--- src/rtl/gpio_mmio.sv ---
// gpio_mmio: memory-mapped switch/LED peripheral with 2-flop input sync, edge capture and irq.
// Define GPIO_DEBOUNCE_EN to add per-bit debounce counters; otherwise the level follows sync2.
module gpio_mmio #(
    parameter int unsigned SW_W         = 10,
    parameter int unsigned LED_W        = 10,
    parameter logic [15:0] BASE_ADDR    = 16'hC000,
    parameter int unsigned DEBOUNCE_CYC = 4
) (
    input  logic             clk,
    input  logic             rst,
    input  logic [15:0]      addr,
    input  logic             we,
    input  logic             re,
    input  logic [15:0]      wdata,
    output logic [15:0]      rdata,
    input  logic [SW_W-1:0]  sw_in,
    output logic [LED_W-1:0] led_out,
    output logic             irq
);

    localparam logic [2:0] OFF_LED     = 3'd0;
    localparam logic [2:0] OFF_LED_SET = 3'd1;
    localparam logic [2:0] OFF_LED_CLR = 3'd2;
    localparam logic [2:0] OFF_SW      = 3'd3;
    localparam logic [2:0] OFF_SW_EDGE = 3'd4;
    localparam logic [2:0] OFF_IRQ_EN  = 3'd5;

    if (SW_W == 0 || SW_W > 16) begin : g_bad_sw_w
        $error("gpio_mmio: SW_W must be 1..16");
    end
    if (LED_W == 0 || LED_W > 16) begin : g_bad_led_w
        $error("gpio_mmio: LED_W must be 1..16");
    end
    if (DEBOUNCE_CYC == 0) begin : g_bad_debounce
        $error("gpio_mmio: DEBOUNCE_CYC must be >= 1");
    end

    logic [LED_W-1:0] led_q, led_d;
    logic [SW_W-1:0]  irq_en_q, irq_en_d;
    logic [SW_W-1:0]  sw_edge_q, sw_edge_d;
    logic [SW_W-1:0]  sync1_q, sync1_d;
    logic [SW_W-1:0]  sync2_q, sync2_d;
    logic [SW_W-1:0]  level_prev_q, level_prev_d;
    logic [15:0]      rdata_q, rdata_d;
    logic [SW_W-1:0]  level;
    logic [SW_W-1:0]  edge_clr;
    logic [15:0]      off;
    logic [2:0]       sel;
    logic             in_range;
    logic             unused_wdata;

    // Upper wdata bits are intentionally dropped for narrow registers.
    assign unused_wdata = ^wdata;

    assign off      = addr - BASE_ADDR;
    assign in_range = (off < 16'd6);
    assign sel      = off[2:0];

`ifdef GPIO_DEBOUNCE_EN
    localparam int unsigned     CNT_W   = (DEBOUNCE_CYC > 1) ? $clog2(DEBOUNCE_CYC) : 1;
    localparam logic [CNT_W-1:0] CNT_MAX = CNT_W'(DEBOUNCE_CYC - 1);

    logic [SW_W-1:0]            level_q, level_d;
    logic [SW_W-1:0][CNT_W-1:0] cnt_q, cnt_d;

    // The edge that would take the count to DEBOUNCE_CYC is the one that accepts the new level.
    always_comb begin
        level_d = level_q;
        cnt_d   = cnt_q;
        for (int i = 0; i < int'(SW_W); i++) begin
            if (sync2_q[i] == level_q[i]) begin
                cnt_d[i] = '0;
            end else if (cnt_q[i] == CNT_MAX) begin
                level_d[i] = sync2_q[i];
                cnt_d[i]   = '0;
            end else begin
                cnt_d[i] = cnt_q[i] + 1'b1;
            end
        end
    end

    always_ff @(posedge clk) begin
        if (rst) begin
            level_q <= '0;
            cnt_q   <= '0;
        end else begin
            level_q <= level_d;
            cnt_q   <= cnt_d;
        end
    end

    assign level = level_q;
`else
    assign level = sync2_q;
`endif

    // Register writes; SW_EDGE set beats a same-cycle write-1-to-clear.
    always_comb begin
        led_d    = led_q;
        irq_en_d = irq_en_q;
        edge_clr = '0;
        if (we && in_range) begin
            case (sel)
                OFF_LED:     led_d    = wdata[LED_W-1:0];
                OFF_LED_SET: led_d    = led_q | wdata[LED_W-1:0];
                OFF_LED_CLR: led_d    = led_q & ~wdata[LED_W-1:0];
                OFF_SW_EDGE: edge_clr = wdata[SW_W-1:0];
                OFF_IRQ_EN:  irq_en_d = wdata[SW_W-1:0];
                default:     ;
            endcase
        end
        sync1_d      = sw_in;
        sync2_d      = sync1_q;
        level_prev_d = level;
        sw_edge_d    = (sw_edge_q & ~edge_clr) | (level & ~level_prev_q);
    end

    // Reads sample pre-write state and idle at zero so rdata can be OR-combined on the bus.
    always_comb begin
        rdata_d = '0;
        if (re && in_range) begin
            case (sel)
                OFF_LED:     rdata_d[LED_W-1:0] = led_q;
                OFF_SW:      rdata_d[SW_W-1:0]  = level;
                OFF_SW_EDGE: rdata_d[SW_W-1:0]  = sw_edge_q;
                OFF_IRQ_EN:  rdata_d[SW_W-1:0]  = irq_en_q;
                default:     ;
            endcase
        end
    end

    always_ff @(posedge clk) begin
        if (rst) begin
            led_q        <= '0;
            irq_en_q     <= '0;
            sw_edge_q    <= '0;
            sync1_q      <= '0;
            sync2_q      <= '0;
            level_prev_q <= '0;
            rdata_q      <= '0;
        end else begin
            led_q        <= led_d;
            irq_en_q     <= irq_en_d;
            sw_edge_q    <= sw_edge_d;
            sync1_q      <= sync1_d;
            sync2_q      <= sync2_d;
            level_prev_q <= level_prev_d;
            rdata_q      <= rdata_d;
        end
    end

    assign rdata   = rdata_q;
    assign led_out = led_q;
    assign irq     = |(sw_edge_q & irq_en_q);

endmodule

--- config.mk ---
export PLATFORM = sky130hd
export DESIGN_NAME = gpio_mmio
export DESIGN_NICKNAME = d
export VERILOG_FILES = /design/src/rtl/gpio_mmio.sv
export SDC_FILE = /design/constraint.sdc
export NUM_CORES = 1
export LEC_CHECK = 0
export CORE_MARGIN = 5
export CORE_UTILIZATION = 27
export CTS_CLUSTER_SIZE = 10
export DETAILED_ROUTE_END_ITERATION = 8
export PLACE_DENSITY = 0.57
export SLEW_MARGIN = 20
export SYNTH_ARGS = -nofsm -noshare
export SYNTH_HDL_FRONTEND = slang
export SYNTH_SLANG_ARGS = --single-unit
--- constraint.sdc ---
create_clock -name clk -period 1.8 [get_ports clk]
set_input_delay 0.36 -clock clk [delete_from_list [all_inputs] [get_ports clk]]
set_output_delay 0.36 -clock clk [all_outputs]
set_load 0.005 [all_outputs]
==> flow_results.xml, run 1 <==
<?xml version="1.0" encoding="UTF-8"?>
<metrics>
  <group name="status">
    <metric name="status" unit="">finished clean</metric>
  </group>
  <group name="placement">
    <metric name="port-buffer-count" unit="">60</metric>
    <metric name="globalplace.congestion" unit="">0.793</metric>
    <metric name="placed_cell_area" unit="mm^2">0.00375</metric>
    <metric name="place_ws" unit="ns">-0.238</metric>
    <metric name="dp_hpwl" unit="um">5500</metric>
  </group>
  <group name="sta">
    <metric name="final_period_minus_worst_setup_slack" unit="ns">1.73</metric>
    <metric name="post-route-period-util" unit="%">96.4</metric>
    <metric name="timing.final.setup_violations" unit="">0</metric>
    <metric name="finalHoldViolCount" unit="">0</metric>
    <metric name="skew" unit="ns">0.0121</metric>
    <metric name="max_freq" unit="GHz">0.577</metric>
    <metric name="timing.final.max_slew_violations" unit="">0</metric>
    <metric name="hold_slack" unit="ns">0.404</metric>
    <metric name="rsz0062_at_grt" unit="">true</metric>
    <metric name="layout_setup_ws" unit="ns">0.0656</metric>
  </group>
  <group name="setup_path">
    <metric name="critPathArrivalTime" unit="ns">1.37</metric>
    <metric name="cell_family_contributing_the_most_delay_on_the_critical_path" unit="">compound AO/OA/AOI/OAI gates</metric>
    <metric name="cp_max_fo" unit="">2</metric>
    <metric name="worstSetupEndpointType" unit="">primary output</metric>
    <metric name="startpoint" unit="">sw_edge_q[8]</metric>
    <metric name="timing.critical_path.cells" unit="">a22o_1 -&gt; a221oi_2 -&gt; nand4_1 -&gt; buf_2</metric>
    <metric name="crit_slowest_cell" unit="">sky130_fd_sc_hd__dfxtp_2</metric>
    <metric name="cp_bufs_invs" unit="">1</metric>
    <metric name="worstSetupStartpointType" unit="">flop</metric>
    <metric name="regToRegStartpoint" unit="">irq_en_q[8]</metric>
    <metric name="worst_r2r_path_depth" unit="">4</metric>
    <metric name="r2r_setup_slack" unit="ns">0.64</metric>
    <metric name="timing.critical_path.required" unit="ns">1.44</metric>
    <metric name="critical_path_class" unit="">reg2out</metric>
    <metric name="max_stage_delay" unit="ns">0.32</metric>
    <metric name="r2r_end" unit="">rdata[8]</metric>
  </group>
  <group name="route">
    <metric name="vias_per_cell" unit="">4.74</metric>
    <metric name="drt_first_pass_iters" unit="">4</metric>
    <metric name="drt.antenna.violating_nets" unit="">0</metric>
    <metric name="drtIter0Drc" unit="">130</metric>
    <metric name="detail_route.wl_per_cell" unit="um">15.0</metric>
    <metric name="drc" unit="">0</metric>
    <metric name="via_count" unit="">2414</metric>
    <metric name="drt-total-wl" unit="um">7660</metric>
  </group>
  <group name="layout">
    <metric name="layout.nets" unit="">414</metric>
    <metric name="final_util" unit="%">38.6</metric>
    <metric name="post_route_cells_drive_above_1_share" unit="%">14.7</metric>
    <metric name="growth_of_design_area_from_synthesis_to_finish" unit="%">41.2</metric>
    <metric name="layout.cells.most_common_list" unit="">sky130_fd_sc_hd__dfxtp_1 (69), sky130_fd_sc_hd__clkdlybuf4s50_1 (58), sky130_fd_sc_hd__nor2b_1 (33), sky130_fd_sc_hd__buf_4 (24), sky130_fd_sc_hd__a21oi_1 (17)</metric>
    <metric name="most_frequent_standard_cell_in_the_layout_excluding_fill_and_tap_cells" unit="">sky130_fd_sc_hd__dfxtp_1</metric>
    <metric name="fin_area" unit="mm^2">0.00395</metric>
    <metric name="antenna-diode-count" unit="">0</metric>
  </group>
  <group name="cts">
    <metric name="clock_tree_from_tritoncts" unit="">built</metric>
    <metric name="worstSkewPairLatency" unit="ns">0.35</metric>
    <metric name="cts_sinks" unit="">70</metric>
    <metric name="htree_levels" unit="">3</metric>
    <metric name="cts_hold_buf" unit="">0</metric>
    <metric name="cts_buffer_depth" unit="">2</metric>
    <metric name="cts.repair_timing.setup_buffer_count" unit="">0</metric>
    <metric name="clk_pin_slew" unit="ns">0.08</metric>
    <metric name="cts.root.buffer_cell" unit="">sky130_fd_sc_hd__clkbuf_8</metric>
    <metric name="cts_buffers" unit="">9</metric>
  </group>
  <group name="synth">
    <metric name="synth_seq_cells" unit="">70</metric>
    <metric name="synth.avg_cell_area" unit="um^2">9.74</metric>
    <metric name="netlist_instances" unit="">287</metric>
    <metric name="netlist-cell-type-count" unit="">33</metric>
    <metric name="synthTopCellsByArea" unit="">sky130_fd_sc_hd__dfxtp_1 (50%), sky130_fd_sc_hd__nor2b_1 (7.4%), sky130_fd_sc_hd__a22o_1 (5.0%)</metric>
    <metric name="synth_top_area_share" unit="%">50.1</metric>
    <metric name="ys_warn_count" unit="">0</metric>
    <metric name="synth-seq-area-share" unit="%">50.1</metric>
    <metric name="synth.largest_area_cell" unit="">sky130_fd_sc_hd__dfxtp_1</metric>
    <metric name="synthesis.area" unit="mm^2">0.00280</metric>
  </group>
  <group name="floorplanning">
    <metric name="die-width" unit="um">112</metric>
    <metric name="starting_density" unit="%">27.3</metric>
    <metric name="boundaryPins" unit="">73</metric>
    <metric name="die_area" unit="mm^2">0.0125</metric>
    <metric name="placement_rows" unit="">37</metric>
    <metric name="core" unit="mm^2">0.0102</metric>
    <metric name="floorplan.die.height" unit="um">112</metric>
  </group>
  <group name="global_route">
    <metric name="grt_util_met3" unit="%">3.37</metric>
    <metric name="number_of_antenna_violations_at_the_first_check_in_global_routing" unit="">0</metric>
    <metric name="global_route.usage.total" unit="%">12.5</metric>
    <metric name="global_route_wire_length_before_repair" unit="um">12500</metric>
    <metric name="grt_overflow" unit="">0</metric>
    <metric name="grt_max_degree" unit="">59</metric>
    <metric name="global_route.usage.met2" unit="%">18.0</metric>
    <metric name="vias_in_the_first_global_route" unit="">2395</metric>
    <metric name="top_usage_layer" unit="">met2</metric>
    <metric name="met1_usage" unit="%">17.2</metric>
  </group>
  <group name="hold_path">
    <metric name="hold_path_depth" unit="">3</metric>
    <metric name="hold_end" unit="">led_out[1]</metric>
    <metric name="timing.hold.worst.class" unit="">in2reg</metric>
    <metric name="worst_hold_path_startpoint" unit="">rst</metric>
  </group>
  <group name="power_and_ir_drop">
    <metric name="leakagePower" unit="nW">1.38</metric>
    <metric name="max_vdd_drop" unit="uV">303</metric>
    <metric name="power_density" unit="mW/mm^2">803</metric>
  </group>
  <group name="run">
    <metric name="cap_viol_max_count" unit="">0</metric>
  </group>
</metrics>
-- Yosys cell counts (all sizes together) --
master / count
a41oi: 10
clkbuf: 8
conb: 1
nor3: 14
nor2: 15
buf: 17
a222oi: 5
and3b: 1
a21oi: 17
o21ai: 10
nand3: 2
and2: 1
nand4: 13
o2bb2ai: 10
nor2b: 33
a22oi: 13
and4: 1
and3: 2
xnor2: 1
a22o: 16
dfxtp: 70
nand2: 1
nor4: 1
inv: 11
nand2b: 10
nor4b: 1
a221oi: 1
o211ai: 1
and4b: 1
-- worst max-delay path by stage --
stage,cells after the start,slack (ns),end
final,4,0.07,irq
after global routing,4,-0.05,irq
after CTS,4,0.01,irq
after detailed placement,6,-0.24,rdata[9]
after global placement,6,-0.23,rdata[9]
after floorplan,5,0.34,sw_edge_q[0]
-- repair_timing --
item / CTS / global route
gates resized for setup: 5 / 1
setup endpoints to repair: 1 / 1
pin swaps: 1 / 0
-- sequential cells by signal, summed over array words and instances, names as in the netlist --
name	cells
led_out	10
rdata	10
level	10
sw_edge_q	10
sync1_q	10
level_prev_q	10
irq_en_q	10
-- cells by family after synthesis --
logic type             after synthesis  share of synthesized area (%)
AO/OA/AOI/OAI                       83                           22.5
XOR/XNOR                             1                          0.313
buffers and inverters               36                           6.27
flip-flops                          70                           50.1
other                                1                          0.134
AND/OR/NAND/NOR                     96                           20.7
-- layout make-up --
type / count / area (um^2)
clock buffers: 9 / 124
flip-flops and latches: 70 / 1400
inverters: 11 / 41.3
multi-input cells: 186 / 1240
fillers: 1031 / 6280
clock inverters: 7 / 73.8
well taps: 136 / 170
repair buffers: 90 / 891
-- worst register-to-register path, cell delays in order (launching register included) --
cell and delay, ns:
sky130_fd_sc_hd__dfxtp_1 0.32, sky130_fd_sc_hd__buf_4 0.13, sky130_fd_sc_hd__a22o_1 0.19, sky130_fd_sc_hd__a222oi_1 0.33, sky130_fd_sc_hd__nor2_1 0.08
-- power breakdown --
part	switching, mW	internal (mW)
Clock	0.626	0.644
Sequential	0.0199	1.59
Combinational	0.129	0.163
-- layer usage --
layer / share of wire [%] / wire length, um
met2: 44 / 3340
met1: 49 / 3750
met4: 2.2 / 165
met5: 0 / 0
met3: 5.3 / 403
-- through the flow --
stage / cells / setup TNS [ns] / power (mW)
2_1_floorplan: 292 / 0 / 1.76
3_3_place_gp: 493 / -5.82 / 1.93
3_5_place_dp: 493 / -6.40 / 1.93
4_1_cts: 509 / 0 / 3.21
5_1_grt: 509 / -0.0457 / 3.33
6_report: 509 / 0 / 3.17
Power figures use the tool's default switching activity.
==> run 2: changes to the inputs <==
HOLD_SLACK_MARGIN = 0.06   (was unset)
SKIP_CTS_REPAIR_TIMING = 1   (was unset)
==> run 2 against run 1 <==
  * Sequential share of layout area about the same
  * Flip-flop and latch count unchanged
  * Sequential power about the same
  * Fmax up 0.27%
  * Utilization hardly changed
  * Via count rose by 0.79%
  * Combinational power is essentially flat
  * Power is 0.12% lower
  * Highest routed layer unchanged
  * Design area about the same
  * Worst hold slack better by 0.0010 ns
  * Clock skew shrank 0.0015 ns
  * Largest cell class unchanged
==> flow_results.xml, run 2 (same netlist as run 1, synthesis figures left out) <==
<?xml version="1.0" encoding="UTF-8"?>
<metrics>
  <group name="floorplanning">
    <metric name="floorplan.die.height" unit="um">112</metric>
    <metric name="die-width" unit="um">112</metric>
    <metric name="core" unit="mm^2">0.0102</metric>
    <metric name="boundaryPins" unit="">73</metric>
    <metric name="die_area" unit="mm^2">0.0125</metric>
    <metric name="placement_rows" unit="">37</metric>
    <metric name="starting_density" unit="%">27.3</metric>
  </group>
  <group name="layout">
    <metric name="storage_cell_area" unit="mm^2">0.00140</metric>
    <metric name="post_route_cells_drive_above_1_share" unit="%">15.0</metric>
    <metric name="combined_area_of_the_multi_input_logic_cells" unit="mm^2">0.00124</metric>
    <metric name="final.fill_count" unit="">1030</metric>
    <metric name="layout.cells.most_common_list" unit="">sky130_fd_sc_hd__dfxtp_1 (68), sky130_fd_sc_hd__clkdlybuf4s50_1 (58), sky130_fd_sc_hd__nor2b_1 (33), sky130_fd_sc_hd__buf_4 (24), sky130_fd_sc_hd__a21oi_1 (17)</metric>
    <metric name="layout.nets" unit="">414</metric>
    <metric name="final_util" unit="%">38.6</metric>
    <metric name="growth_of_design_area_from_synthesis_to_finish" unit="%">41.2</metric>
    <metric name="antenna-diode-count" unit="">0</metric>
    <metric name="most_frequent_standard_cell_in_the_layout_excluding_fill_and_tap_cells" unit="">sky130_fd_sc_hd__dfxtp_1</metric>
  </group>
  <group name="power_and_ir_drop">
    <metric name="power_density" unit="mW/mm^2">802</metric>
    <metric name="combinational_power_share" unit="%">9.2</metric>
    <metric name="power.sequential.fraction" unit="%">50.8</metric>
    <metric name="max_vdd_drop" unit="uV">303</metric>
    <metric name="leakagePower" unit="nW">1.38</metric>
    <metric name="total_power" unit="mW">3.16</metric>
    <metric name="p_int" unit="mW">2.39</metric>
    <metric name="power.net_switching" unit="mW">0.770</metric>
    <metric name="switching_share" unit="%">24.3</metric>
    <metric name="power.share.clock" unit="%">40.0</metric>
  </group>
  <group name="cts">
    <metric name="clk_pin_slew" unit="ns">0.08</metric>
    <metric name="cts_buffer_depth" unit="">2</metric>
    <metric name="worstSkewPairLatency" unit="ns">0.35</metric>
    <metric name="cts.root.buffer_cell" unit="">sky130_fd_sc_hd__clkbuf_8</metric>
    <metric name="cts_sinks" unit="">70</metric>
    <metric name="clock_tree_from_tritoncts" unit="">built</metric>
    <metric name="htree_levels" unit="">3</metric>
    <metric name="cts_buffers" unit="">9</metric>
  </group>
  <group name="sta">
    <metric name="post-route-period-util" unit="%">96.1</metric>
    <metric name="finalHoldViolCount" unit="">0</metric>
    <metric name="timing.final.max_slew_violations" unit="">0</metric>
    <metric name="max_freq" unit="GHz">0.578</metric>
    <metric name="final_period_minus_worst_setup_slack" unit="ns">1.73</metric>
    <metric name="rsz0062_at_grt" unit="">true</metric>
    <metric name="totalNegativeSetupSlack" unit="ns">0</metric>
    <metric name="timing.final.setup_violations" unit="">0</metric>
    <metric name="skew" unit="ns">0.0106</metric>
    <metric name="hold_slack" unit="ns">0.405</metric>
  </group>
  <group name="global_route">
    <metric name="grt_overflow" unit="">0</metric>
    <metric name="grt_max_degree" unit="">59</metric>
    <metric name="vias_in_the_first_global_route" unit="">2395</metric>
    <metric name="number_of_antenna_violations_at_the_first_check_in_global_routing" unit="">0</metric>
    <metric name="global_route.usage.total" unit="%">12.6</metric>
    <metric name="global_route_wire_length_before_repair" unit="um">12600</metric>
  </group>
  <group name="status">
    <metric name="status" unit="">finished clean</metric>
  </group>
  <group name="setup_path">
    <metric name="worstSetupEndpointType" unit="">primary output</metric>
    <metric name="critical_path_class" unit="">reg2out</metric>
    <metric name="worstSetupStartpointType" unit="">flop</metric>
    <metric name="cp_max_fo" unit="">2</metric>
    <metric name="critPathArrivalTime" unit="ns">1.37</metric>
    <metric name="timing.critical_path.required" unit="ns">1.44</metric>
  </group>
  <group name="run">
    <metric name="cap_viol_max_count" unit="">0</metric>
  </group>
  <group name="route">
    <metric name="detailroute.wirelength.met2" unit="um">3320</metric>
    <metric name="vias_per_cell" unit="">4.78</metric>
    <metric name="dr.max_layer_used" unit="">met4</metric>
    <metric name="detail_route.wl_per_cell" unit="um">15.0</metric>
    <metric name="met3_wirelength" unit="um">450</metric>
    <metric name="drtIter0Drc" unit="">120</metric>
    <metric name="drt-total-wl" unit="um">7640</metric>
    <metric name="via_count" unit="">2433</metric>
    <metric name="drt_first_pass_iters" unit="">4</metric>
    <metric name="wirelength_met1" unit="um">3710</metric>
    <metric name="drt.antenna.violating_nets" unit="">0</metric>
    <metric name="drc" unit="">0</metric>
  </group>
  <group name="placement">
    <metric name="dp_hpwl" unit="um">5500</metric>
    <metric name="globalplace.congestion" unit="">0.793</metric>
    <metric name="port-buffer-count" unit="">60</metric>
  </group>
  <group name="hold_path">
    <metric name="timing.hold.worst.class" unit="">in2reg</metric>
  </group>
</metrics>
==> run 2: cell counts in the layout (fill, tap and decap cells not counted) <==
No cell type changed its count.
==> run 2: worst max-delay path: stages, from the launching register on <==
cell and delay, ns:
sky130_fd_sc_hd__dfxtp_2 0.32, sky130_fd_sc_hd__a22o_1 0.23, sky130_fd_sc_hd__a221oi_2 0.18, sky130_fd_sc_hd__nand4_1 0.13
sky130_fd_sc_hd__buf_2 0.16
==> run 2: layer usage <==
layer / track usage (%) / vias up
met1: 17.3 / 1127
met5: 0 / -
met3: 3.42 / 13
li1: - / 1209
met2: 18.0 / 84
met4: 6.57 / 0
==> run 2: cell type report <==
type | instances | area share (%)
well taps | 136 | 4.31
flip-flops and latches | 70 | 35.6
multi-input cells | 186 | 31.5
clock inverters | 7 | 1.87
clock buffers | 9 | 3.14
inverters | 11 | 1.05
repair buffers | 90 | 22.6
==> run 2: power groups by stage <==
stage | combinational, mW | sequential (mW) | clock, mW
2_1_floorplan | 0.128 | 1.64 | 0
3_5_place_dp | 0.292 | 1.64 | 0
6_report | 0.291 | 1.61 | 1.27
4_1_cts | 0.292 | 1.61 | 1.31
3_3_place_gp | 0.287 | 1.64 | 0
5_1_grt | 0.317 | 1.61 | 1.40
==> run 2: stage by stage <==
step	std cells	cell area [um^2]	setup slack (ns)
after CTS	509	3940	-0.405
after detailed placement	493	3750	-0.238
final	509	3950	0.0703
after global placement	493	3750	-0.228
after global routing	509	3950	-0.0362
after floorplan	292	2810	0.343
==> run 2: worst paths after layout <==
path	start	end	slack, ns	cells after the start
min	rst	led_out[1]	0.41	3
max	irq_en_q[8]	irq	0.07	4
max reg2reg	irq_en_q[8]	rdata[8]	0.64	4
min reg2reg	sync1_q[9]	level[9]	0.44	1
==> run 3: changes to the inputs <==
CORE_UTILIZATION = 48   (was 27)
PLACE_DENSITY = 0.87   (was 0.57)
==> run 3 against run 2 <==
  * Combinational power down 3%
  * Largest power group unchanged
  * Global-route usage increased by 8.0 points
  * Utilization increased by 30 points
  * Sequential power barely moved
  * Highest routed layer unchanged
  * Largest cell class unchanged
  * Die area decreased by 40%
  * Clock power decreased by 12%
  * Design area shrank 2.9%
  * Non-clock buffer count grew 1
  * Worst hold slack got worse by 0.0081 ns
  * Critical path depth is the same
==> flow_results.xml, run 3 (same netlist as run 1, synthesis figures left out) <==
<?xml version="1.0" encoding="UTF-8"?>
<metrics>
  <group name="status">
    <metric name="status" unit="">finished clean</metric>
  </group>
  <group name="setup_path">
    <metric name="crit_slowest_cell" unit="">sky130_fd_sc_hd__dfxtp_1</metric>
    <metric name="cp_max_fo" unit="">2</metric>
    <metric name="regToRegStartpoint" unit="">irq_en_q[8]</metric>
    <metric name="r2r_setup_slack" unit="ns">0.73</metric>
    <metric name="critPathArrivalTime" unit="ns">1.41</metric>
    <metric name="r2r_end" unit="">rdata[8]</metric>
    <metric name="cell_family_contributing_the_most_delay_on_the_critical_path" unit="">compound AO/OA/AOI/OAI gates</metric>
    <metric name="critical_path_class" unit="">reg2out</metric>
    <metric name="max_stage_delay" unit="ns">0.33</metric>
    <metric name="timing.critical_path.cells" unit="">a22o_1 -&gt; a221oi_2 -&gt; nand4_1 -&gt; clkbuf_2</metric>
    <metric name="timing.critical_path.required" unit="ns">1.44</metric>
    <metric name="worstSetupStartpointType" unit="">flop</metric>
    <metric name="worstSetupEndpointType" unit="">primary output</metric>
    <metric name="cp_bufs_invs" unit="">1</metric>
    <metric name="worst_r2r_path_depth" unit="">3</metric>
  </group>
  <group name="sta">
    <metric name="finalHoldViolCount" unit="">0</metric>
    <metric name="final_period_minus_worst_setup_slack" unit="ns">1.77</metric>
    <metric name="timing.final.setup_violations" unit="">0</metric>
    <metric name="timing.final.max_slew_violations" unit="">0</metric>
    <metric name="max_freq" unit="GHz">0.566</metric>
    <metric name="post-route-period-util" unit="%">98.2</metric>
    <metric name="hold_slack" unit="ns">0.397</metric>
    <metric name="skew" unit="ns">0.00732</metric>
    <metric name="rsz0062_at_grt" unit="">true</metric>
  </group>
  <group name="cts">
    <metric name="cts_buffer_depth" unit="">2</metric>
    <metric name="worstSkewPairLatency" unit="ns">0.35</metric>
    <metric name="clock_tree_from_tritoncts" unit="">built</metric>
    <metric name="cts.root.buffer_cell" unit="">sky130_fd_sc_hd__clkbuf_8</metric>
    <metric name="htree_levels" unit="">3</metric>
    <metric name="cts_sinks" unit="">70</metric>
    <metric name="cts_buffers" unit="">9</metric>
    <metric name="clk_pin_slew" unit="ns">0.08</metric>
  </group>
  <group name="route">
    <metric name="drt.antenna.violating_nets" unit="">0</metric>
    <metric name="vias_per_cell" unit="">5.83</metric>
    <metric name="drtIter0Drc" unit="">287</metric>
    <metric name="via_count" unit="">2600</metric>
    <metric name="drt-total-wl" unit="um">7480</metric>
    <metric name="detail_route.wl_per_cell" unit="um">16.8</metric>
    <metric name="drt_first_pass_iters" unit="">5</metric>
    <metric name="drc" unit="">0</metric>
  </group>
  <group name="placement">
    <metric name="port-buffer-count" unit="">60</metric>
    <metric name="dp_hpwl" unit="um">5550</metric>
    <metric name="placed_cell_area" unit="mm^2">0.00364</metric>
    <metric name="globalplace.congestion" unit="">0.889</metric>
  </group>
  <group name="layout">
    <metric name="final_util" unit="%">68.8</metric>
    <metric name="antenna-diode-count" unit="">0</metric>
    <metric name="combined_area_of_the_multi_input_logic_cells" unit="mm^2">0.00126</metric>
    <metric name="final.fill_count" unit="">421</metric>
    <metric name="storage_cell_area" unit="mm^2">0.00140</metric>
    <metric name="layout.cells.most_common_list" unit="">sky130_fd_sc_hd__dfxtp_1 (70), sky130_fd_sc_hd__clkdlybuf4s50_1 (57), sky130_fd_sc_hd__nor2b_1 (33), sky130_fd_sc_hd__buf_4 (28), sky130_fd_sc_hd__a21oi_1 (17)</metric>
    <metric name="layout.nets" unit="">415</metric>
    <metric name="fin_area" unit="mm^2">0.00383</metric>
    <metric name="growth_of_design_area_from_synthesis_to_finish" unit="%">37.1</metric>
    <metric name="post_route_cells_drive_above_1_share" unit="%">15.2</metric>
    <metric name="most_frequent_standard_cell_in_the_layout_excluding_fill_and_tap_cells" unit="">sky130_fd_sc_hd__dfxtp_1</metric>
  </group>
  <group name="run">
    <metric name="cap_viol_max_count" unit="">0</metric>
  </group>
  <group name="power_and_ir_drop">
    <metric name="power_density" unit="mW/mm^2">785</metric>
    <metric name="total_power" unit="mW">3.01</metric>
    <metric name="leakagePower" unit="nW">1.37</metric>
    <metric name="max_vdd_drop" unit="uV">565</metric>
  </group>
  <group name="hold_path">
    <metric name="hold_end" unit="">irq_en_q[8]</metric>
    <metric name="timing.hold.worst.class" unit="">in2reg</metric>
    <metric name="worst_hold_path_startpoint" unit="">rst</metric>
    <metric name="hold_path_depth" unit="">2</metric>
  </group>
  <group name="floorplanning">
    <metric name="floorplan.die.height" unit="um">86.3</metric>
    <metric name="placement_rows" unit="">27</metric>
    <metric name="die-width" unit="um">86.3</metric>
    <metric name="boundaryPins" unit="">73</metric>
    <metric name="die_area" unit="mm^2">0.00745</metric>
    <metric name="core" unit="mm^2">0.00557</metric>
    <metric name="starting_density" unit="%">50.1</metric>
  </group>
  <group name="global_route">
    <metric name="vias_in_the_first_global_route" unit="">2482</metric>
    <metric name="global_route.usage.total" unit="%">20.6</metric>
    <metric name="number_of_antenna_violations_at_the_first_check_in_global_routing" unit="">0</metric>
    <metric name="grt_max_degree" unit="">29</metric>
    <metric name="grt_overflow" unit="">0</metric>
    <metric name="global_route_wire_length_before_repair" unit="um">11800</metric>
  </group>
</metrics>
## run 3: routing by layer
metal	vias up	routed length [um]	GRT usage, %
met5	-	0	0
li1	1210	-	-
met4	0	218	10.8
met2	146	3660	35.5
met1	1222	2890	23.9
met3	22	711	4.47
## run 3: where the power goes
| part | internal, mW | switching, mW |
|---|---|---|
| clock | 0.537 | 0.579 |
| sequential | 1.59 | 0.0223 |
| combinational | 0.153 | 0.128 |
## run 3: how the worst max path moves through the flow
stage | start | end | depth (start not counted)
global route | sw_edge_q[8] | irq | 4
detailed placement | addr[13] | led_out[9] | 7
finish | sw_edge_q[8] | irq | 4
global placement | addr[7] | sw_edge_q[2] | 6
CTS | sw_edge_q[8] | irq | 4
floorplan | addr[0] | sw_edge_q[0] | 5
## run 3: area by class of cell
cell class | instances | area share (%)
sequential | 70 | 36.6
clock buffer | 11 | 3.69
inverter | 11 | 1.08
clock inverter | 5 | 0.881
tap | 72 | 2.35
timing repair buffer | 91 | 22.5
multi-input combinational | 186 | 32.9
## run 3: worst reg2reg max path, cell delays in order (launching register included)
cell	delay, ns
sky130_fd_sc_hd__dfxtp_1	0.33
sky130_fd_sc_hd__a22o_1	0.21
sky130_fd_sc_hd__a222oi_1	0.35
sky130_fd_sc_hd__nor2_1	0.07
## run 3: metrics by stage
stage               setup TNS, ns  setup WS (ns)  std cells
floorplan                       0          0.343        292
detailed placement          -8.37         -0.298        430
CTS                        -0.391         -0.391        446
finish                          0         0.0318        446
global placement            -6.83         -0.236        430
global route              -0.0559        -0.0559        446
